[src/rtl/arc_pkg.sv]
// Shared definitions for the MIPS IF stage.
//   fetch_state_e : fetch FSM states (request / wait / hold / drop)
//   NOP_INSTR     : instruction placed in IF/ID for a bubble
//   RESET_VECTOR  : default PC after reset
package arc_pkg;

  typedef enum logic [1:0] {
    S_REQ,
    S_WAIT,
    S_HOLD,
    S_DROP
  } fetch_state_e;

  localparam logic [31:0] NOP_INSTR    = 32'h0000_0000;
  localparam logic [31:0] RESET_VECTOR = 32'hBFC0_0000;

endpackage

[src/rtl/if_id_reg.sv]
// IF/ID pipeline register.
// Priority each cycle: flush (NOP, invalid) > stall (hold) > load > bubble (NOP, invalid).
// Ports:
//   i_clk, i_rst_n         clock, async active-low reset
//   i_flush/i_stall/i_load control
//   i_instr, i_pcplus4     data to load
//   o_instr, o_pcplus4,
//   o_valid                registered IF/ID contents
module if_id_reg
  import arc_pkg::*;
#(
  parameter int unsigned AW = 32,
  parameter int unsigned DW = 32
) (
  input  logic          i_clk,
  input  logic          i_rst_n,
  input  logic          i_flush,
  input  logic          i_stall,
  input  logic          i_load,
  input  logic [DW-1:0] i_instr,
  input  logic [AW-1:0] i_pcplus4,
  output logic [DW-1:0] o_instr,
  output logic [AW-1:0] o_pcplus4,
  output logic          o_valid
);

  always_ff @(posedge i_clk or negedge i_rst_n) begin
    if (!i_rst_n) begin
      o_instr   <= DW'(NOP_INSTR);
      o_pcplus4 <= '0;
      o_valid   <= 1'b0;
    end else if (i_flush) begin
      o_instr   <= DW'(NOP_INSTR);
      o_pcplus4 <= '0;
      o_valid   <= 1'b0;
    end else if (i_stall) begin
      o_instr   <= o_instr;
      o_pcplus4 <= o_pcplus4;
      o_valid   <= o_valid;
    end else if (i_load) begin
      o_instr   <= i_instr;
      o_pcplus4 <= i_pcplus4;
      o_valid   <= 1'b1;
    end else begin
      o_instr   <= DW'(NOP_INSTR);
      o_pcplus4 <= '0;
      o_valid   <= 1'b0;
    end
  end

endmodule

[src/rtl/if_fetch_unit.sv]
// MIPS IF stage: PC register, single-outstanding instruction fetch, IF/ID load.
// Optional feature macro: IF_FETCH_STALL_CNT_EN adds o_stat_fetchstall, a
// saturating count of cycles spent in S_WAIT/S_DROP without a response.
// Ports:
//   i_clk, i_rst_n                 clock, async active-low reset
//   i_addr_nextpc                  next PC from IF PC mux
//   i_con_PCSrc                    redirect (overrides stall)
//   i_con_stallF, i_con_flushD     hazard stall / IF/ID flush
//   o_addr_pcF, o_addr_pcadd4      current PC and PC+4
//   o_imem_valid, o_imem_addr,
//   i_imem_ready                   fetch request handshake
//   i_imem_rvalid, i_imem_rdata    one-cycle fetch response
//   o_instrD, o_addr_pcplus4D,
//   o_validD                       IF/ID register
module if_fetch_unit
  import arc_pkg::*;
#(
  parameter int unsigned    AW       = 32,
  parameter int unsigned    DW       = 32,
  parameter logic [AW-1:0]  RESET_PC = AW'(RESET_VECTOR)
) (
  input  logic          i_clk,
  input  logic          i_rst_n,
  input  logic [AW-1:0] i_addr_nextpc,
  input  logic          i_con_PCSrc,
  input  logic          i_con_stallF,
  input  logic          i_con_flushD,
  output logic [AW-1:0] o_addr_pcF,
  output logic [AW-1:0] o_addr_pcadd4,
  output logic          o_imem_valid,
  output logic [AW-1:0] o_imem_addr,
  input  logic          i_imem_ready,
  input  logic          i_imem_rvalid,
  input  logic [DW-1:0] i_imem_rdata,
  output logic [DW-1:0] o_instrD,
  output logic [AW-1:0] o_addr_pcplus4D,
  output logic          o_validD
`ifdef IF_FETCH_STALL_CNT_EN
  ,
  output logic [31:0]   o_stat_fetchstall
`endif
);

  fetch_state_e  state_q, state_n;
  logic [AW-1:0] pc_q;
  logic [DW-1:0] hold_instr_q;
  logic [AW-1:0] hold_pc4_q;

  logic          pc_load;
  logic          hold_cap;
  logic          ifid_load;
  logic [DW-1:0] ifid_instr;
  logic [AW-1:0] ifid_pc4;
  logic          handshake;

  assign o_addr_pcF    = pc_q;
  assign o_addr_pcadd4 = pc_q + AW'(4);
  assign o_imem_addr   = pc_q;
  assign o_imem_valid  = (state_q == S_REQ) && i_rst_n;
  assign handshake     = (state_q == S_REQ) && i_imem_ready;

  always_comb begin
    state_n    = state_q;
    pc_load    = 1'b0;
    hold_cap   = 1'b0;
    ifid_load  = 1'b0;
    ifid_instr = i_imem_rdata;
    ifid_pc4   = o_addr_pcadd4;
    unique case (state_q)
      S_REQ: begin
        if (i_con_PCSrc) pc_load = 1'b1;
        if (handshake) state_n = i_con_PCSrc ? S_DROP : S_WAIT;
      end
      S_WAIT: begin
        if (i_con_PCSrc) begin
          pc_load = 1'b1;
          state_n = i_imem_rvalid ? S_REQ : S_DROP;
        end else if (i_imem_rvalid) begin
          if (i_con_stallF) begin
            hold_cap = 1'b1;
            state_n  = S_HOLD;
          end else begin
            pc_load   = 1'b1;
            ifid_load = 1'b1;
            state_n   = S_REQ;
          end
        end
      end
      S_HOLD: begin
        ifid_instr = hold_instr_q;
        ifid_pc4   = hold_pc4_q;
        if (i_con_PCSrc) begin
          pc_load = 1'b1;
          state_n = S_REQ;
        end else if (!i_con_stallF) begin
          pc_load   = 1'b1;
          ifid_load = 1'b1;
          state_n   = S_REQ;
        end
      end
      S_DROP: begin
        // A redirect here only retargets the PC; the squashed response still
        // has to drain before a new request may be issued.
        if (i_con_PCSrc) pc_load = 1'b1;
        if (i_imem_rvalid) state_n = S_REQ;
      end
      default: state_n = S_REQ;
    endcase
  end

  always_ff @(posedge i_clk or negedge i_rst_n) begin
    if (!i_rst_n) begin
      state_q      <= S_REQ;
      pc_q         <= RESET_PC;
      hold_instr_q <= '0;
      hold_pc4_q   <= '0;
    end else begin
      state_q <= state_n;
      if (pc_load) pc_q <= i_addr_nextpc;
      if (hold_cap) begin
        hold_instr_q <= i_imem_rdata;
        hold_pc4_q   <= o_addr_pcadd4;
      end
    end
  end

  if_id_reg #(
    .AW (AW),
    .DW (DW)
  ) u_if_id_reg (
    .i_clk     (i_clk),
    .i_rst_n   (i_rst_n),
    .i_flush   (i_con_flushD),
    .i_stall   (i_con_stallF),
    .i_load    (ifid_load),
    .i_instr   (ifid_instr),
    .i_pcplus4 (ifid_pc4),
    .o_instr   (o_instrD),
    .o_pcplus4 (o_addr_pcplus4D),
    .o_valid   (o_validD)
  );

`ifdef IF_FETCH_STALL_CNT_EN
  logic [31:0] stall_cnt_q;

  always_ff @(posedge i_clk or negedge i_rst_n) begin
    if (!i_rst_n) begin
      stall_cnt_q <= '0;
    end else if ((state_q == S_WAIT || state_q == S_DROP) && !i_imem_rvalid
                 && (stall_cnt_q != '1)) begin
      stall_cnt_q <= stall_cnt_q + 32'd1;
    end
  end

  assign o_stat_fetchstall = stall_cnt_q;
`endif

endmodule

[config.mk]
export PLATFORM = sky130hd
export DESIGN_NAME = if_fetch_unit
export DESIGN_NICKNAME = d
export VERILOG_FILES = /design/src/rtl/arc_pkg.sv /design/src/rtl/if_id_reg.sv /design/src/rtl/if_fetch_unit.sv
export SDC_FILE = /design/constraint.sdc
export NUM_CORES = 1
export LEC_CHECK = 0
export ABC_AREA = 1
export CORE_ASPECT_RATIO = 0.7
export CORE_UTILIZATION = 47
export DETAILED_ROUTE_END_ITERATION = 8
export PLACE_DENSITY = 0.79
export SLEW_MARGIN = 25
export SYNTH_ARGS = -nofsm -noshare
export SYNTH_HDL_FRONTEND = slang
export SYNTH_SLANG_ARGS = --single-unit
[constraint.sdc]
create_clock -name i_clk -period 1.8 [get_ports i_clk]
set_input_delay 0.18 -clock i_clk [delete_from_list [all_inputs] [get_ports i_clk]]
set_output_delay 0.18 -clock i_clk [all_outputs]
set_load 0.01 [all_outputs]
## Yosys cells after proc, flatten, opt, wreduce, memory -nomap -nowiden

Cells that the tools add are included.

| cells by class | value |
|---|---|
| $add $sub $neg | 1 |
| eq/ne operators | 8 |
| mux-type cells | 34 |
| reductions and logical operators | 5 |

Operators by type and width:

| operator | number |
|---|---|
| 32-bit 2-to-1 mux | 8 |
| 32-bit by 3-bit adder with 32-bit output (second input constant) | 1 |
| 2-bit 2-to-1 mux | 9 |
| 1-bit 2-to-1 mux | 14 |
| 2-bit one-hot mux with 4 select lines | 1 |
| 3-bit inequality test (second input constant) | 2 |
| 2-bit equality test (second input constant) | 2 |
| 2-bit inequality test (second input constant) | 2 |
| 4-bit AND reduction | 1 |
| 1-bit one-hot mux with 3 select lines | 1 |
| 2-bit by 1-bit equality test with 1-bit output (second input constant) | 1 |
| 1-bit logical AND | 2 |
| 2-bit logical NOT | 1 |
| 2-bit by 1-bit inequality test with 1-bit output (second input constant) | 1 |
| 1-bit one-hot mux with 2 select lines | 1 |
| 2-bit OR reduction | 1 |

| word-level totals | value |
|---|---|
| flip-flop bits (word level) | 163 |
| output and inout bits | 162 |
| input bits | 71 |

## Longest topological paths before layout

Gate-level depths: netlist of run 1.

| logic depth | value |
|---|---|
| word-level depth | 7 |
| depth in mapped cells | 10 |
| mapped depth without buffers | 10 |

## Cells and area by module

From an unflattened synthesis of run 1, not the netlist that was laid out.

| unflattened totals | value |
|---|---|
| cell total of the unflattened synthesis | 1218 |
| area total of the unflattened synthesis | 8777.2 µm² |

Modules (own cells, without submodules):

| module | instances | cells an instance | area each (µm²) |
|---|---|---|---|
| if_fetch_unit | 1 | 799 | 5680.4 |
| if_id_reg | 1 | 419 | 3096.7 |

## Least setup slack after synthesis of run 1

OpenSTA, ideal clock, no wires.

| timing path | value |
|---|---|
| path kind | reg-to-reg |
| from | register pc_q[2], in the netlist o_addr_pcF[2] |
| to | register hold_pc4_q[22] |
| stages on the path, launching flop included | 11 |
| arrival | 1449 ps |
| path slack | 235 ps |
| buffers on the path | 0 |
| cell sequence | dfrtp_1 > ha_1 > nand2_1 > nor2_4 > nand2_2 > nor2_2 > nand2_1 > nand2_1 > nand2_1 > nand2_1 > nand2_1 |

| between the ends | value |
|---|---|
| longest elaborated chain between the ends | 1 |

RTL lines:

| what | line | source |
|---|---|---|
| start: declaration | if_fetch_unit.sv:45 | `logic [AW-1:0] pc_q;` |
| start signal: assignment | if_fetch_unit.sv:119 | `if (pc_load) pc_q <= i_addr_nextpc;` |
| 32-bit by 3-bit adder with 32-bit output | if_fetch_unit.sv:57 | `assign o_addr_pcadd4 = pc_q + AW'(4);` |
| via o_addr_pcadd4[22] | if_fetch_unit.sv:29 | `output logic [AW-1:0] o_addr_pcadd4,` |
| end signal: assignment | if_fetch_unit.sv:122 | `hold_pc4_q <= o_addr_pcadd4;` |
| end: declaration | if_fetch_unit.sv:47 | `logic [AW-1:0] hold_pc4_q;` |

The timed path passes the listed nets, and every way through them passes these cells.
A chain may end at the register's enable or synchronous reset.

## Final worst setup path of run 1

| timing path | value |
|---|---|
| from | register pc_q[9], in the netlist o_addr_pcF[9] |
| to | output port o_addr_pcadd4[31] |

| between the ends | value |
|---|---|
| longest elaborated chain between the ends | 1 |

RTL lines:

| what | line |
|---|---|
| 32-bit by 3-bit adder with 32-bit output | if_fetch_unit.sv:57 |
| end: declaration | if_fetch_unit.sv:29 |

No other way between the ends.

==> summary.md, run 1 <==
| Metric | Value |
|---|---|
| Clock root buffer master | `clkbuf_16` |
| Hold_sp | `i_addr_nextpc[26]` |
| Post-DP Area | `11100 um^2` |
| Detail Route Antenna Nets | `0` |
| Routed vias/inst | `between 5 and 6` |
| Max-slew violations | `0` |
| WL per Instance | `roughly 19 um` |
| CTS tree | `yes` |
| Largest net degree at the start of global routing | `between 150 and 200` |
| CP Max Fanout | `3` |
| Post-Synthesis Cell Area | `8040 um^2` |
| Area Growth Syn to Fin | `60.9%` |
| Area of the multi-input gates | `roughly 3900 um^2` |
| FP Rows | `39` |
| Worst reg2reg startpoint | `o_addr_pcF[9]$_DFFE_PN0P_` |
| Register area share after synthesis | `0.509` |
| Min Hold Slack | `0.292 ns` |
| Syn nets | `about 1.1k` |
| Min-Delay Path Depth | `3` |
| Post-route cell area | `12900 um^2` |
| Critical path data arrival time | `2.00 ns` |
| CP endpoint kind | `output pin` |
| Failing checks | `negative setup slack` |
| ANT cells | `0` |
| DR vias | `8550` |
| R2r endpoint | `hold_pc4_q[18]$_DFFE_PN0P_` |
| Synth warnings | `0` |
| Antenna violations before repair | `0` |
| Worst-Margin Slew | `around 0.9 ns` |
| Grt total ovfl | `0` |
| Die Ht | `111 um` |
| Total Wirelength | `29.9 mm` |
| Maximum vdd drop | `0.000662 V` |
| First-pass GRT wire length | `40.9 mm` |
| # Max-Cap Violations | `0` |
| CP max stage cell | `dfrtp_1` |
| Status | `finished, violations left` |
| Die area | `17600 um^2` |
| Cells after Synth | `1010` |
| CP cell instances | `nand2_2 -> buf_6 -> nor2_4 -> nand2_2 -> nor2_4 -> buf_6 -> nand2_2 -> nand2_2 -> nand2_2 -> buf_6` |
| Clock Sinks | `163` |
| CP max stage delay | `0.44 ns` |
| Distinct cell type count after synthesis | `29` |
| Core Box Area | `16500 um^2` |
| Final period util | `1.21` |
| Layout cell share with drive strength beyond 1 | `0.274` |
| # H-tree levels | `4` |
| Slew margin rel. | `0.384` |
| Flop-to-flop setup slack | `-0.23 ns` |
| Detailed Route Iter0 Violations | `713` |
| Sequential cell area | `4090 um^2` |
| Startpoint types | `flop` |
| Final Setup Violations | `38` |
| Hold violation count in the final report | `0` |
| Starting Density | `0.487` |
| CP most frequent cell | `nand2_2` |
| Hold endpoint | `o_addr_pcF[26]$_DFFE_PN1P_` |
| Clk Latency, worst-skew pair | `between 0.4 and 0.5 ns` |
| GRT Resource Usage Total | `0.304` |
| Fmax | `459 MHz` |
| Hpwl dp | `roughly 17 mm` |
| Placer Congestion | `~0.98` |
| Number of nets in the layout | `about 1.4k` |
| Vias in the first global route | `just under 8k` |
| Yosys reg bits | `roughly 160` |
| CTS max path bufs | `2` |
| Critical path type | `flop to output pin` |
| Period minus WS final | `2.18 ns` |
| Worst setup margin | `-0.378 ns` |
| Ports | `around 230` |
| DRC Markers | `0` |
| Worst Clk Skew | `0.00908 ns` |
| Clock-pin slew on the worst setup and hold paths | `0.07 ns` |
| PwrDens | `1260 nW/um^2` |
| Worst Path Required | `1.62 ns` |
| R2R cell count | `12` |
| RSZ-0062 raised after global routing | `yes` |
| Drt first pass iters | `5` |
| Layout fillers | `1068` |
| Pleak | `about 6.4 nW` |
| Hold Crit Class | `input pin to flop` |
| CTS Buf Count | `17` |
| Die Wd | `158 um` |
| Port bufs | `232` |
| Syn Area/Cell | `approximately 8.0 um^2` |
[sequential cells by signal, indices dropped and copies added (netlist names)]
register	flops
u_if_id_reg.o_pcplus4	32
u_if_id_reg.o_valid	1
hold_instr_q	32
u_if_id_reg.o_instr	32
state_q	2
hold_pc4_q	32
o_addr_pcF	32
[what timing repair did]
item | CTS | global route
hold buffers | 1 | 0
gates resized for setup | 246 | 115
setup buffers | 37 | 31
hold endpoints to repair | 102 | 0
cloned | 0 | 2
pin swaps | 46 | 48
setup endpoints to repair | 68 | 114
[worst max path at each step]
stage | start | to | slack, ns | cells past startpoint
2_1_floorplan | o_addr_pcF[2]$_DFFE_PN0P_ | hold_pc4_q[22]$_DFFE_PN0P_ | 0.23 | 10
3_3_place_gp | o_addr_pcF[2]$_DFFE_PN0P_ | o_addr_pcadd4[14] | -0.25 | 8
3_5_place_dp | o_addr_pcF[2]$_DFFE_PN0P_ | o_addr_pcadd4[14] | -0.28 | 8
4_1_cts | o_addr_pcF[3]$_DFFE_PN0P_ | o_addr_pcadd4[30] | -0.35 | 10
5_1_grt | o_addr_pcF[9]$_DFFE_PN0P_ | o_addr_pcadd4[31] | -0.44 | 10
6_report | o_addr_pcF[9]$_DFFE_PN0P_ | o_addr_pcadd4[31] | -0.38 | 10
[synthesized netlist by cell type]
cell type  number  area [um^2]
o21ai_1        28          140
dfstp_2         9          236
o211ai_1        2         15.0
buf_6           3         33.8
nand2_2         3         18.8
a21oi_4         1         16.3
buf_1           1         3.75
nand3_1        44          220
nor2_1        107          402
o21ai_0        50          250
buf_4          36          270
xor2_1          2         17.5
mux2i_1        33          330
ha_1            6         75.1
dfrtp_1       154         3850
nor2_4          4         45.0
nor3_2          1         10.0
and2_1          1         6.26
nor2_2          4         25.0
nand4_1         1         6.26
nand2_1       381         1430
inv_1          61          229
xnor2_1         4         35.0
buf_2          26          130
nand2_4         1         11.3
a21oi_1        27          135
a31oi_1         6         37.5
inv_2           4         15.0
clkbuf_1       10         37.5
[power breakdown]
part | leakage (nW) | total [mW] | internal (mW) | switching, mW
clock network | 0.267 | 3.60 | 1.96 | 1.63
registers | 2.08 | 5.41 | 4.73 | 0.678
logic | 4.01 | 7.22 | 3.41 | 3.82
[layer usage]
metal / GRT usage / wire, um
met5: 0 / 0
met4: 0.0814 / 882
met3: 0.0701 / 2770
met2: 0.487 / 14400
met1: 0.414 / 11800
[worst max-delay path, delay by kind of cell, from the launching register on]
kind / cells / cell delay, ns
flip-flops: 1 / 0.44
buffers and inverters: 3 / 0.41
AND/OR/NAND/NOR: 7 / 0.71
[per-stage QoR]
stage	instances	total power [mW]	setup WS, ns	setup TNS (ns)	util
global placement	1493	11.2	-0.245	-3.90	0.672
global route	1592	17.0	-0.435	-10.36	0.784
detailed placement	1493	11.3	-0.280	-4.68	0.672
floorplan	1010	8.43	0.235	0	-
CTS	1563	15.3	-0.350	-5.86	0.742
finish	1592	16.2	-0.378	-7.31	0.784
[cells in the final DEF (no fill, tap or decap), types with 8 or more instances in the layout]
cell type	n
nand2_4	14
dfstp_2	9
buf_6	47
inv_1	57
nand3_2	8
nand3_1	33
a21oi_1	26
dlymetal6s2s_1	12
buf_4	132
mux2i_1	33
o21ai_1	22
nand2_1	320
nor2_4	20
o21ai_0	45
nand2_2	49
nor2_2	9
dfrtp_1	154
buf_12	9
nor2_1	86
clkdlybuf4s50_1	174
dlygate4sd2_1	17
clkbuf_16	18
[final cells by class]
cell class                 instances  share of cell area
sequential                       163               0.316
tap                              225              0.0218
timing repair buffer             401               0.297
clock buffer                      19              0.0343
clock inverter                    13             0.00978
inverter                          65              0.0193
multi-input combinational        706               0.302
[cells by family after synthesis]
| logic type | Yosys count | share of synthesized area |
|---|---|---|
| compound gates | 114 | 0.0740 |
| xor+xnor | 6 | 0.00654 |
| fa+ha+maj | 6 | 0.00934 |
| buf+inv | 141 | 0.0895 |
| flops | 163 | 0.509 |
| mux | 33 | 0.0411 |
| simple gates | 547 | 0.271 |
Note: power is estimated with default switching activity, not from simulation.
==> inputs of run 2 (changes only) <==
Settings changed: ABC_AREA 1 to default, PLACE_DENSITY 0.79 to 0.8.
==> run 2 against run 1 <==
Compared with the run above:
- the flow still finishes with violations (negative setup slack)
- critical path type unchanged
- sequential share of layout area is 0.19 points lower
- critical endpoint is now o_addr_pcadd4[21]
- clock-buffer cell count is 1 lower
- sequential cell count stayed put
- worst setup slack got worse by 0.42 ns
- global-route usage shrank 0.21 points
- clock skew grew 0.0044 ns
- via count decreased by 11%
- non-clock buffer count up 9
- utilization is 4.9 points higher
- wire length grew 8.9%
==> summary.md, run 2 <==
| Metric | Value |
|---|---|
| Async SR Flop Fraction | `1.00` |
| Worst setup margin | `-0.797 ns` |
| Detailed Route Iter0 Violations | `675` |
| Grt total ovfl | `0` |
| EDFF count, synth | `0` |
| Adder-cell share of the synthesized area | `0.00986` |
| Core Box Area | `15600 um^2` |
| Synth Area in Simple Gates | `0.109` |
| R2r endpoint | `u_if_id_reg.o_pcplus4[31]$_DFFE_PN0P_` |
| Most frequent cells after synthesis | `dfrtp_1 (154), nand2_1 (87), o21ai_0 (86)` |
| Layout fillers | `666` |
| Pleak | `6.00 nW` |
| Port bufs | `232` |
| CP Max Fanout | `5` |
| Worst Setup EP | `o_addr_pcadd4[21]` |
| WL per Instance | `approximately 26 um` |
| Detail Route Antenna Nets | `0` |
| Syn Area/Cell | `11.0 um^2` |
| DP Worst Slack | `-0.451 ns` |
| Starting Density | `0.487` |
| Critical path data arrival time | `2.42 ns` |
| Synth warnings | `0` |
| Antenna violations before repair | `0` |
| DR vias | `7609` |
| Final Setup Violations | `84` |
| Register area share after synthesis | `0.537` |
| Mux share of post-synthesis cell area | `0.155` |
| Worst Path Required | `1.62 ns` |
| CP endpoint kind | `output pin` |
| Yosys reg bits | `between 150 and 200` |
| Failing checks | `negative setup slack` |
| Clock Sinks | `163` |
| Die Wd | `about 150 um` |
| Hold violation count in the final report | `0` |
| Vias in the first global route | `6913` |
| CTS max path bufs | `2` |
| FP Rows | `38` |
| Die area | `between 15000 and 20000 um^2` |
| Count leader, synth | `dfrtp_1` |
| Cells after Synth | `691` |
| CTS Buf Count | `17` |
| Synth area leaders | `dfrtp_1 (51%), mux2_2 (11%), o21ai_0 (5.7%)` |
| R2R cell count | `12` |
| Number of nets in the layout | `1128` |
| Total Wirelength | `32.6 mm` |
| ANT cells | `0` |
| Area Growth Syn to Fin | `71.1%` |
| Synth top area share | `0.506` |
| Cell count after placement | `around 1.2k` |
| Fmax | `385 MHz` |
| RSZ-0062 raised after global routing | `yes` |
| CTS tree | `yes` |
| Sequential cell area | `4100 um^2` |
| Syn nets | `768` |
| Synth Area in Compound Gates | `0.0900` |
| Largest net degree at the start of global routing | `164` |
| Hpwl dp | `around 15 mm` |
| Drt first pass iters | `5` |
| Area of the multi-input gates | `3960 um^2` |
| Post-Synth XOR/XNOR Area | `0.0322` |
| Period minus WS final | `2.60 ns` |
| Ports | `233` |
| Post-route cell area | `13000 um^2` |
| Worst-Margin Slew | `1.07 ns` |
| Placer Congestion | `0.829` |
| Ys flop type | `dfrtp_1` |
| Post-Layout Cell Count | `1264` |
| Clock-pin slew on the worst setup and hold paths | `0.07 ns` |
| Largest family of logic cells by synthesized area | `multiplexers` |
| Max-slew violations | `0` |
| Startpoint types | `flop` |
| Critical Path Source | `o_addr_pcF[7]$_DFFE_PN0P_` |
| Biggest area consumer among synthesized cells | `dfrtp_1` |
| Tot Pwr | `roughly 17 mW` |
| GRT Resource Usage Total | `0.301` |
| PwrDens | `1270 nW/um^2` |
| DRC Markers | `0` |
| # H-tree levels | `4` |
| Critical path type | `flop to output pin` |
| Routed vias/inst | `6.02` |
| Final core utilization | `0.833` |
| Commonest non-fill, non-tap cell in the layout | `clkdlybuf4s50_1` |
| Post-DP Area | `10700 um^2` |
| Final period util | `1.44` |
| Flop-to-flop setup slack | `-0.50 ns` |
| Status | `finished, violations left` |
| Hold Crit Class | `input pin to async pin` |
| # Max-Cap Violations | `0` |
| Post-Synthesis Cell Area | `7610 um^2` |
| Distinct cell type count after synthesis | `44` |
| Worst reg2reg startpoint | `o_addr_pcF[7]$_DFFE_PN0P_` |
| Setup TNS | `-23.56 ns` |
| Worst Clk Skew | `0.0135 ns` |
| Layout cell share with drive strength beyond 1 | `0.431` |
| Clock root buffer master | `clkbuf_16` |
| Die Ht | `108 um` |
| Maximum vdd drop | `0.000822 V` |
| Min Hold Slack | `0.366 ns` |
| First-pass GRT wire length | `about 38 mm` |
| Clk Latency, worst-skew pair | `0.43 ns` |
| Commonest cells after routing, fill and taps aside | `clkdlybuf4s50_1 (164), dfrtp_1 (149), buf_4 (117)` |
| Slew margin rel. | `0.288` |
run 2: cell types whose count changed after synthesis, moves of 29 or more:
| cell | change |
|---|---|
| mux2_2 | +72 |
| o21ai_0 | +36 |
| nor2_1 | -93 |
| nand3_1 | -29 |
| nand2_1 | -294 |
| inv_1 | -31 |
run 2: cells by family (layout without fill, tap and decap cells):
logic type	count (synthesis)	count (layout)
AOI/OAI and AO/OA	121	121
and+or+nand+nor	163	165
xor gates and xnor gates	28	28
muxes	109	109
DFF	163	163
buffers and inverters	101	472
adders and majority gates	6	6
run 2: worst min path at each step:
| stage | depth (start not counted) | end | start | slack, ns |
|---|---|---|---|---|
| 2_1_floorplan | 0 | hold_instr_q[0]$_DFFE_PN0P_ | i_rst_n | -0.12 |
| 3_3_place_gp | 2 | u_if_id_reg.o_pcplus4[17]$_DFFE_PN0P_ | i_rst_n | 0.43 |
| 3_5_place_dp | 2 | u_if_id_reg.o_pcplus4[16]$_DFFE_PN0P_ | i_rst_n | 0.43 |
| 4_1_cts | 2 | o_addr_pcF[7]$_DFFE_PN0P_ | i_addr_nextpc[7] | 0.36 |
| 5_1_grt | 2 | o_addr_pcF[16]$_DFFE_PN0P_ | i_addr_nextpc[16] | 0.38 |
| 6_report | 3 | u_if_id_reg.o_pcplus4[19]$_DFFE_PN0P_ | i_rst_n | 0.37 |
run 2: timing repair:
item / in CTS / in global routing
hold buffers: 1 / 0
setup endpoints to repair: 102 / 183
endpoints found under the hold margin: 84 / 0
cloned: 2 / 9
buffers inserted: 56 / 42
pin swaps: 54 / 81
gates resized for setup: 250 / 210
run 2: power breakdown:
group	switching, mW	internal, mW
logic	3.55	3.59
clock network	1.72	2.23
registers	0.779	4.68
total	6.05	10.5
run 2: final cells by class:
class                           instances  area share
Multi-Input combinational cell        429       0.304
Inverter                               30     0.00864
Clock buffer                           18      0.0329
Tap cell                              200      0.0192
Clock inverter                         14      0.0144
Timing Repair Buffer                  410       0.306
Sequential cell                       163       0.314
run 2: routing by layer:
| layer | vias to the layer above | wire [um] | global-route usage |
|---|---|---|---|
| li1 | 3080 | - | - |
| met1 | 3792 | 12500 | 0.404 |
| met2 | 563 | 15200 | 0.493 |
| met3 | 174 | 2930 | 0.0569 |
| met4 | 0 | 1900 | 0.110 |
| met5 | - | 0 | 0.00298 |
run 2: worst max-delay path: stages, from the launching register on:
cell,delay [ns]
dfrtp_2,0.47
nand4_1,0.34
nor4_4,0.28
buf_6,0.18
buf_6,0.09
nand4_1,0.11
xor2_1,0.25
inv_1,0.11
buf_2,0.15
==> inputs of run 3 (changes only) <==
--- a/constraint.sdc
+++ b/constraint.sdc
@@ -3,2 +3,2 @@
 set_output_delay 0.18 -clock i_clk [all_outputs]
-set_load 0.01 [all_outputs]
+set_load 0.1 [all_outputs]
==> run 3 against run 2 <==
Compared with the run above:
- the flow finishes with violations (max-capacitance violations, max-slew violations, negative setup slack)
- register-to-register slack got worse by 0.26 ns
- non-clock buffer count rose by 19
- utilization rose by 11 points
- combinational power rose by 100%
- wire length rose by 26%
- sequential share of layout area fell by 3.2 points
- worst hold slack got worse by 0.21 ns
- worst setup slack got worse by 0.21 ns
- critical path depth did not move
- die area did not move
- clock-buffer cell count did not move
==> summary.md, run 3 (synthesis results as in run 2) <==
| Metric | Value |
|---|---|
| Status | `finished, violations left` |
| Failing checks | `max-capacitance violations, max-slew violations, negative setup slack` |
| Critical path type | `flop to output pin` |
| Critical Path Source | `o_addr_pcF[3]$_DFFE_PN0P_` |
| CP max stage delay | `0.46 ns` |
| Commonest cells after routing, fill and taps aside | `buf_4 (165), dfrtp_1 (133), buf_12 (103)` |
| Worst reg2reg startpoint | `state_q[0]$_DFFE_PN0P_` |
| Clock share of power | `0.169` |
| CTS max path bufs | `2` |
| DP Worst Slack | `-0.326 ns` |
| GRT Resource Usage Total | `0.378` |
| Worst Setup EP | `o_addr_pcadd4[24]` |
| Final Setup Violations | `192` |
| Period minus WS final | `2.80 ns` |
| Commonest non-fill, non-tap cell in the layout | `buf_4` |
| Int Power | `12.6 mW` |
| Startpoint types | `flop` |
| CP Buf/Inv Count | `3` |
| Die Wd | `154 um` |
| CP Max Fanout | `5` |
| Clock Sinks | `around 160` |
| DRC Markers | `0` |
| Detail Route Antenna Nets | `0` |
| Total Wirelength | `41.1 mm` |
| Drt first pass iters | `8` |
| R2R cell count | `6` |
| # H-tree levels | `4` |
| Final period util | `1.56` |
| CP endpoint kind | `output pin` |
| DR vias | `8342` |
| Slew margin rel. | `-0.0373` |
| Flop pwr share | `0.236` |
| CP cell instances | `ha_4 -> nand4_1 -> nor3_2 -> buf_4 -> nand4_1 -> xor2_2 -> clkinvlp_4 -> buf_12` |
| NetSw | `11.7 mW` |
| Final core utilization | `0.946` |
| Port bufs | `232` |
| Placer Congestion | `0.926` |
| Worst Path Required | `roughly 1.6 ns` |
| FP Rows | `38` |
| Number of nets in the layout | `roughly 1.1k` |
| # Max-Cap Violations | `1` |
| Critical path data arrival time | `~2.6 ns` |
| Worst setup margin | `-1.00 ns` |
| Crit path depth | `8` |
| Switching share of power | `0.480` |
| Clk Latency, worst-skew pair | `approximately 0.46 ns` |
| Starting Density | `0.487` |
| Worst Clk Skew | `0.0265 ns` |
| Max-slew violations | `2` |
| CP max stage cell | `dfrtp_4` |
| CP most frequent cell | `nand4_1` |
| Layout cell share with drive strength beyond 1 | `0.608` |
| Flop-to-flop setup slack | `-0.76 ns` |
| Die area | `about 17000 um^2` |
| Clock root buffer master | `clkbuf_16` |
| CTS tree | `yes` |
| Post-Layout Cell Count | `about 1.3k` |
| Die Ht | `108 um` |
| RSZ-0062 raised after global routing | `yes` |
| Grt total ovfl | `0` |
| Clock-pin slew on the worst setup and hold paths | `0.09 ns` |
| Pleak | `6.74 nW` |
| Detailed Route Iter0 Violations | `901` |
| Antenna violations before repair | `4` |
| Vias in the first global route | `7941` |
| R2r endpoint | `u_if_id_reg.o_pcplus4[25]$_DFFE_PN0P_` |
| PwrDens | `about 1600 nW/um^2` |
| Core Box Area | `15600 um^2` |
| Hold Crit Class | `input pin to async pin` |
| Hold violation count in the final report | `0` |
| Setup TNS | `-51.00 ns` |
| Ports | `~230` |
| Fmax | `357 MHz` |
| Worst path top cell family by delay | `simple AND/OR/NAND/NOR gates` |
| Worst-Margin Slew | `1.54 ns` |
| WL per Instance | `31.9 um` |
| Largest net degree at the start of global routing | `around 110` |
| CTS Buf Count | `17` |
| Cell count after placement | `approximately 1.2k` |
| Maximum vdd drop | `0.00136 V` |
| Routed vias/inst | `6.49` |
| Combinational power share | `0.596` |
| Area Growth Syn to Fin | `94.3%` |
| Hpwl dp | `17.1 mm` |
| Min Hold Slack | `about 0.16 ns` |
| First-pass GRT wire length | `46.3 mm` |
-- run 3: through the flow --
step / power [mW] / cell area, um^2
3_3_place_gp: 16.5 / 12100
2_1_floorplan: 12.7 / 8200
6_report: 24.3 / 14800
5_1_grt: 24.7 / 14800
3_5_place_dp: 16.9 / 12100
4_1_cts: 21.8 / 13800
-- run 3: layer usage --
layer,track usage,up-vias,routed length (um)
li1,-,3129,-
met5,0,-,13
met2,0.656,804,18800
met4,0.235,2,3570
met3,0.104,287,4910
met1,0.418,4120,13800
-- run 3: how the worst min path moves through the flow --
stage	endpoint	start	slack [ns]
floorplan	hold_instr_q[0]$_DFFE_PN0P_	i_rst_n	-0.12
global placement	u_if_id_reg.o_pcplus4[3]$_DFFE_PN0P_	i_rst_n	0.04
detailed placement	hold_pc4_q[3]$_DFFE_PN0P_	i_rst_n	0.04
CTS	u_if_id_reg.o_pcplus4[3]$_DFFE_PN0P_	i_rst_n	0.15
global route	u_if_id_reg.o_pcplus4[28]$_DFFE_PN0P_	i_rst_n	0.19
finish	u_if_id_reg.o_pcplus4[28]$_DFFE_PN0P_	i_rst_n	0.16
-- run 3: final cells by class --
class / count / area [um^2]
diodes: 3 / 7.51
clock buffers: 18 / 429
clock inverters: 14 / 189
fillers: 351 / 850
inverters: 30 / 199
multi-input cells: 429 / 4400
flip-flops and latches: 163 / 4180
well taps: 200 / 250
repair buffers: 429 / 5140
-- run 3: timing repair --
action	CTS	global route
hold buffers	1	0
endpoints found under the setup margin	87	166
hold endpoints to repair	52	0
resized for setup	143	196
pin swaps	56	51
setup buffers	53	42
gates cloned	5	7
-- run 3: worst reg2reg max path, stage by stage (launching register included) --
cell and delay, ns:
dfrtp_1 0.41, inv_2 0.08, buf_6 0.10, ha_4 0.15
nand3b_1 0.34, a21boi_0 1.24, o31ai_4 0.07
-- run 3: power groups by stage --
stage,clock [mW],combinational (mW),sequential [mW]
after floorplan,0,5.42,7.32
after global placement,0,11.2,5.37
after detailed placement,0,11.4,5.48
after CTS,3.91,12.5,5.43
after global routing,4.23,14.7,5.77
final,4.10,14.5,5.73
